--- src/rtl/packed_buffer_writer.sv ---
// Drains the packing converter's word stream into a buffer bank through a single
// registered write slot, generating base/stride addresses for a fixed-length run.
module packed_buffer_writer #(
    parameter int DATA_WIDTH  = 112,
    parameter int ADDR_WIDTH  = 10,
    parameter int COUNT_WIDTH = 16
) (
    input  logic                   clk,
    input  logic                   resetn,
    input  logic                   cfg_start,
    input  logic [ADDR_WIDTH-1:0]  cfg_base_addr,
    input  logic [ADDR_WIDTH-1:0]  cfg_stride,
    input  logic [COUNT_WIDTH-1:0] cfg_num_words,
    input  logic                   s_write_req,
    output logic                   s_write_ready,
    input  logic [DATA_WIDTH-1:0]  s_write_data,
    output logic                   buf_wr_en,
    input  logic                   buf_wr_ready,
    output logic [ADDR_WIDTH-1:0]  buf_wr_addr,
    output logic [DATA_WIDTH-1:0]  buf_wr_data,
    output logic                   busy,
    output logic                   done,
    output logic [COUNT_WIDTH-1:0] words_written
);

    typedef enum logic [1:0] {IDLE, RUN, FLUSH, DONE} state_t;

    state_t                 state_q, state_d;
    logic [ADDR_WIDTH-1:0]  addr_q, addr_d;
    logic [ADDR_WIDTH-1:0]  stride_q, stride_d;
    logic [COUNT_WIDTH-1:0] remaining_q, remaining_d;
    logic                   wr_en_q, wr_en_d;
    logic [ADDR_WIDTH-1:0]  wr_addr_q, wr_addr_d;
    logic [DATA_WIDTH-1:0]  wr_data_q, wr_data_d;
    logic [COUNT_WIDTH-1:0] words_written_q, words_written_d;

    logic slot_free, accept, wr_done;

    // The slot can take a new word when empty or when its current write drains now.
    assign slot_free     = !wr_en_q || buf_wr_ready;
    assign wr_done       = wr_en_q && buf_wr_ready;
    assign s_write_ready = (state_q == RUN) && slot_free && (remaining_q != '0);
    assign accept        = s_write_req && s_write_ready;

    always_comb begin
        state_d         = state_q;
        addr_d          = addr_q;
        stride_d        = stride_q;
        remaining_d     = remaining_q;
        wr_en_d         = wr_en_q;
        wr_addr_d       = wr_addr_q;
        wr_data_d       = wr_data_q;
        words_written_d = words_written_q + COUNT_WIDTH'(wr_done);

        case (state_q)
            IDLE: begin
                if (cfg_start) begin
                    addr_d          = cfg_base_addr;
                    stride_d        = cfg_stride;
                    remaining_d     = cfg_num_words;
                    words_written_d = '0;
                    state_d         = (cfg_num_words == '0) ? DONE : RUN;
                end
            end
            RUN: begin
                if (accept) begin
                    wr_en_d     = 1'b1;
                    wr_addr_d   = addr_q;
                    wr_data_d   = s_write_data;
                    addr_d      = addr_q + stride_q;
                    remaining_d = remaining_q - COUNT_WIDTH'(1);
                    if (remaining_q == COUNT_WIDTH'(1)) state_d = FLUSH;
                end else if (wr_done) begin
                    wr_en_d = 1'b0;
                end
            end
            FLUSH: begin
                if (!wr_en_q || buf_wr_ready) begin
                    wr_en_d = 1'b0;
                    state_d = DONE;
                end
            end
            DONE: state_d = IDLE;
            default: state_d = IDLE;
        endcase
    end

    always_ff @(posedge clk or negedge resetn) begin
        if (!resetn) begin
            state_q         <= IDLE;
            addr_q          <= '0;
            stride_q        <= '0;
            remaining_q     <= '0;
            wr_en_q         <= 1'b0;
            wr_addr_q       <= '0;
            wr_data_q       <= '0;
            words_written_q <= '0;
        end else begin
            state_q         <= state_d;
            addr_q          <= addr_d;
            stride_q        <= stride_d;
            remaining_q     <= remaining_d;
            wr_en_q         <= wr_en_d;
            wr_addr_q       <= wr_addr_d;
            wr_data_q       <= wr_data_d;
            words_written_q <= words_written_d;
        end
    end

    assign buf_wr_en     = wr_en_q;
    assign buf_wr_addr   = wr_addr_q;
    assign buf_wr_data   = wr_data_q;
    assign busy          = (state_q != IDLE);
    assign done          = (state_q == DONE);
    assign words_written = words_written_q;

endmodule

--- config.mk ---
export PLATFORM = sky130hd
export DESIGN_NAME = packed_buffer_writer
export DESIGN_NICKNAME = d
export VERILOG_FILES = /design/src/rtl/packed_buffer_writer.sv
export SDC_FILE = /design/constraint.sdc
export NUM_CORES = 1
export LEC_CHECK = 0
export ABC_AREA = 1
export ABC_CLOCK_PERIOD_IN_PS = 1800
export BUFFER_PORTS_ARGS = -buffer_cell sky130_fd_sc_hd__buf_2
export CAP_MARGIN = 20
export CORE_ASPECT_RATIO = 2
export CORE_MARGIN = 2
export CORE_UTILIZATION = 45
export DETAILED_ROUTE_END_ITERATION = 16
export HOLD_SLACK_MARGIN = 0.03
export PLACE_DENSITY = 0.76
export SETUP_SLACK_MARGIN = 0.15
export SLEW_MARGIN = 15
export SYNTH_ARGS = -nofsm -noshare
export SYNTH_HDL_FRONTEND = slang
export SYNTH_SLANG_ARGS = --single-unit
--- constraint.sdc ---
create_clock -name clk -period 1.8 [get_ports clk]
set_input_delay 0.36 -clock clk [delete_from_list [all_inputs] [get_ports clk]]
set_output_delay 0.36 -clock clk [all_outputs]
set_load 0.005 [all_outputs]
==> results.ini <==
[synth]
synth_cell_types = 33
synth_edf_count = 0
ys_seq_elements = 177
yosys_warnings = 0
avgSynthCellArea_um2 = 8.10
yosysTopAreaCell = dfrtp_1
synth.top_cell.area_share_pct = 52.6
muxShareOfSynthArea_pct = 0.119
seq_area_frac_synth_pct = 52.6
postSynthCellCount = 1039
synth-main-ff-cell = dfrtp_1
netlist_area_um2 = 8420
synth_compound_area_share_pct = 11.8
synthSimpleGateAreaFrac_pct = 20.2
synth_top_family_by_area = simple AND/OR/NAND/NOR gates
synthAdderAreaFrac_pct = 3.06
yosysMostFrequentCell = nand2_1
synth_common_cells = 313 x nand2_1, 181 x inv_1, 177 x dfrtp_1, 156 x o21ai_0, 42 x nor2_1
async_flop_share_pct = 100
synthTopCellsByArea = dfrtp_1 53%, nand2_1 14%, o21ai_0 9.3%
synth_xor_area_share_pct = 0.728
syn-num-nets = 1212

[placement]
gp_congestion = 0.859
dp_slack_ps = -114
port_buffers = 294
hpwl_mm = 18.4

[global_route]
grt_max_degree = 51
overflow = 0
grt_pass1_vias = 8142
antenna_found_initial = 0
grt_pass1_wl_mm = 40.1
gr-usage-all-layers_pct = 26.0

[floorplan]
core_area_um2 = 18300
start_util_pct = 46.0
num_rows = 70
die_x_um = 101
die_h_um = 197
pin_count = 295
die_area_um2 = 19900

[pwr]
power_density_nw_per_um2 = 1820
peakVddDrop_mv = 1.30
switching_power_w = 0.0107
combPwrFrac_pct = 56.2
p_leak_nw = 7.59
fin_total_pwr_w = 0.0252
clkPwrFrac_pct = 14.5
p_int_w = 0.0145
p_sw_share_pct = 42.3
seq_power_share_pct = 29.3

[worst_setup_path]
ff2ff_setup_slack_ps = -200
cp.arrival_ps = 2330
path_class = reg -> reg
worstReg2RegEnd = buf_wr_data[60]$_DFFE_PN0P_
rr_startpoint = remaining_q[5]$_DFFE_PN0P_
cp-start-kind = flip-flop
crit_path_max_fanout = 7
reg2reg_depth = 10
cp-end-kind = flip-flop
cp.required_ps = 2130

[timing]
fmax_mhz = 499
setup_viol = 145
fin_ws_ps = -202
rsz0062_at_grt = yes
worstMarginPinSlew_ps = 414
hold_slack_ps = 133
relSlewSlack_pct = 72.2
skew_ps = 12.1
hold_viol = 0
finalCritPeriodShare_pct = 111
drv_slew = 0
period_minus_slack_ps = 2000

[cells_and_area]
syn2layout_area_growth_pct = 64.5
fill_cells = 1104
finish.net_count = 1607
antennaDiodeCount = 0
seq_area_um2 = 4430
multiInputGateArea_um2 = 4480
drive_above_1_share_pct = 51.6

[clock_network]
cts_tree = done
root_buffer = clkbuf_16
cts.htree.levels = 4
clkTransAtPathRegs_ps = 70
clockBufferDepth = 2
cts_sinks = 177
clk_latency_ps = 430
cts_buffers = 17

[min_path]
hp-class = in -> reg
hold_depth = 3
holdPathEnd = stride_q[7]$_DFFE_PN0P_
min-delay-start = cfg_stride[7]

[drt]
wl_per_cell_um = 20.3
vias = 9092
drt_iter0_drc = 334
drt-pass1-iter-count = 5
viasPerCell = 5.47
postRouteAntennaNets = 0
drc = 0
finalWirelength_mm = 33.8

[run_status]
violations = setup timing
status = finished, violations left

[run]
max_cap_viol_count = 0

cell usage in the layout (no fill, tap or decap), types with 18 or more instances in the layout:
cell type,n
buf_12,18
buf_2,293
buf_4,45
clkbuf_16,44
dfrtp_1,175
inv_1,175
nand2_1,162
nand2_2,69
nand2_4,83
nand3_1,31
nor2_1,34
o21ai_0,21
o21ai_1,39
o21ai_2,100
per-stage QoR:
stage	setup TNS (ps)	instances	utilization, %	area [um2]
2_1_floorplan	0	1039	-	8460
3_3_place_gp	0	1556	57.0	10400
3_5_place_dp	-114	1556	57.0	10400
4_1_cts	-431	1618	63.6	11600
5_1_grt	-24260	1663	75.6	13800
6_report	-13410	1663	75.6	13800
critical path, stage by stage, from the launching register on:
cell,delay (ps)
dfrtp_1,450
nor2_2,190
nand2_2,90
nor2_2,210
nand2_2,100
nand3_4,200
buf_12,160
clkbuf_16,160
clkbuf_16,160
nand2_2,50
o21ai_1,140
worst max-delay path by stage:
stage	slack [ps]	startpoint	cells after the start	endpoint
final	-200	remaining_q[5]$_DFFE_PN0P_	10	buf_wr_data[60]$_DFFE_PN0P_
after global routing	-280	remaining_q[1]$_DFFE_PN0P_	11	buf_wr_data[60]$_DFFE_PN0P_
after CTS	-80	state_q[1]$_DFFE_PN0P_	6	s_write_ready
after detailed placement	-110	buf_wr_ready	11	words_written[14]$_DFF_PN0_
after global placement	30	buf_wr_ready	11	words_written[14]$_DFF_PN0_
after floorplan	140	state_q[1]$_DFFE_PN0P_	9	remaining_q[12]$_DFFE_PN0P_
power groups by stage:
stage	logic (W)	clock network, W	registers [W]
finish	0.0142	0.00365	0.00739
global route	0.0152	0.00386	0.00755
CTS	0.00985	0.00366	0.00670
detailed placement	0.00803	0	0.00674
global placement	0.00778	0	0.00667
floorplan	0.00462	0	0.00679
sequential cells by signal (all words and copies together) (netlist names):
name and cells:
stride_q 10, state_q 2, addr_q 10, buf_wr_addr 10, buf_wr_data 112, remaining_q 16, words_written 16, buf_wr_en 1
what timing repair did:
item	in CTS	in global routing
gates cloned	12	32
hold buffers	1	0
resized for setup	71	480
endpoints found under the hold margin	17	0
buffers inserted	17	13
endpoints found under the setup margin	153	165
pin swaps	6	19
cell type report:
class                   instances  area share (%)
clock buffers                  19            3.20
clock inverters                13           0.904
inverters                     183            5.03
multi-input cells             641            32.3
flip-flops and latches        177            32.0
well taps                     216            1.95
repair buffers                414            24.6
per-layer routing:
| metal | vias to the layer above | GRT usage [%] | part of all wire (%) |
|---|---|---|---|
| li1 | 4034 | - | - |
| met1 | 4400 | 25.4 | 31 |
| met2 | 487 | 49.1 | 56 |
| met3 | 171 | 4.99 | 6.3 |
| met4 | 0 | 15.0 | 6.9 |
| met5 | - | 0 | 0 |
logic make-up after synthesis:
kind of cell	Yosys count
xor+xnor	7
fa+ha+maj	20
simple gates	420
buf+inv	222
flops	177
mux	1
compound gates	192
(Power assumes the default switching activity.)
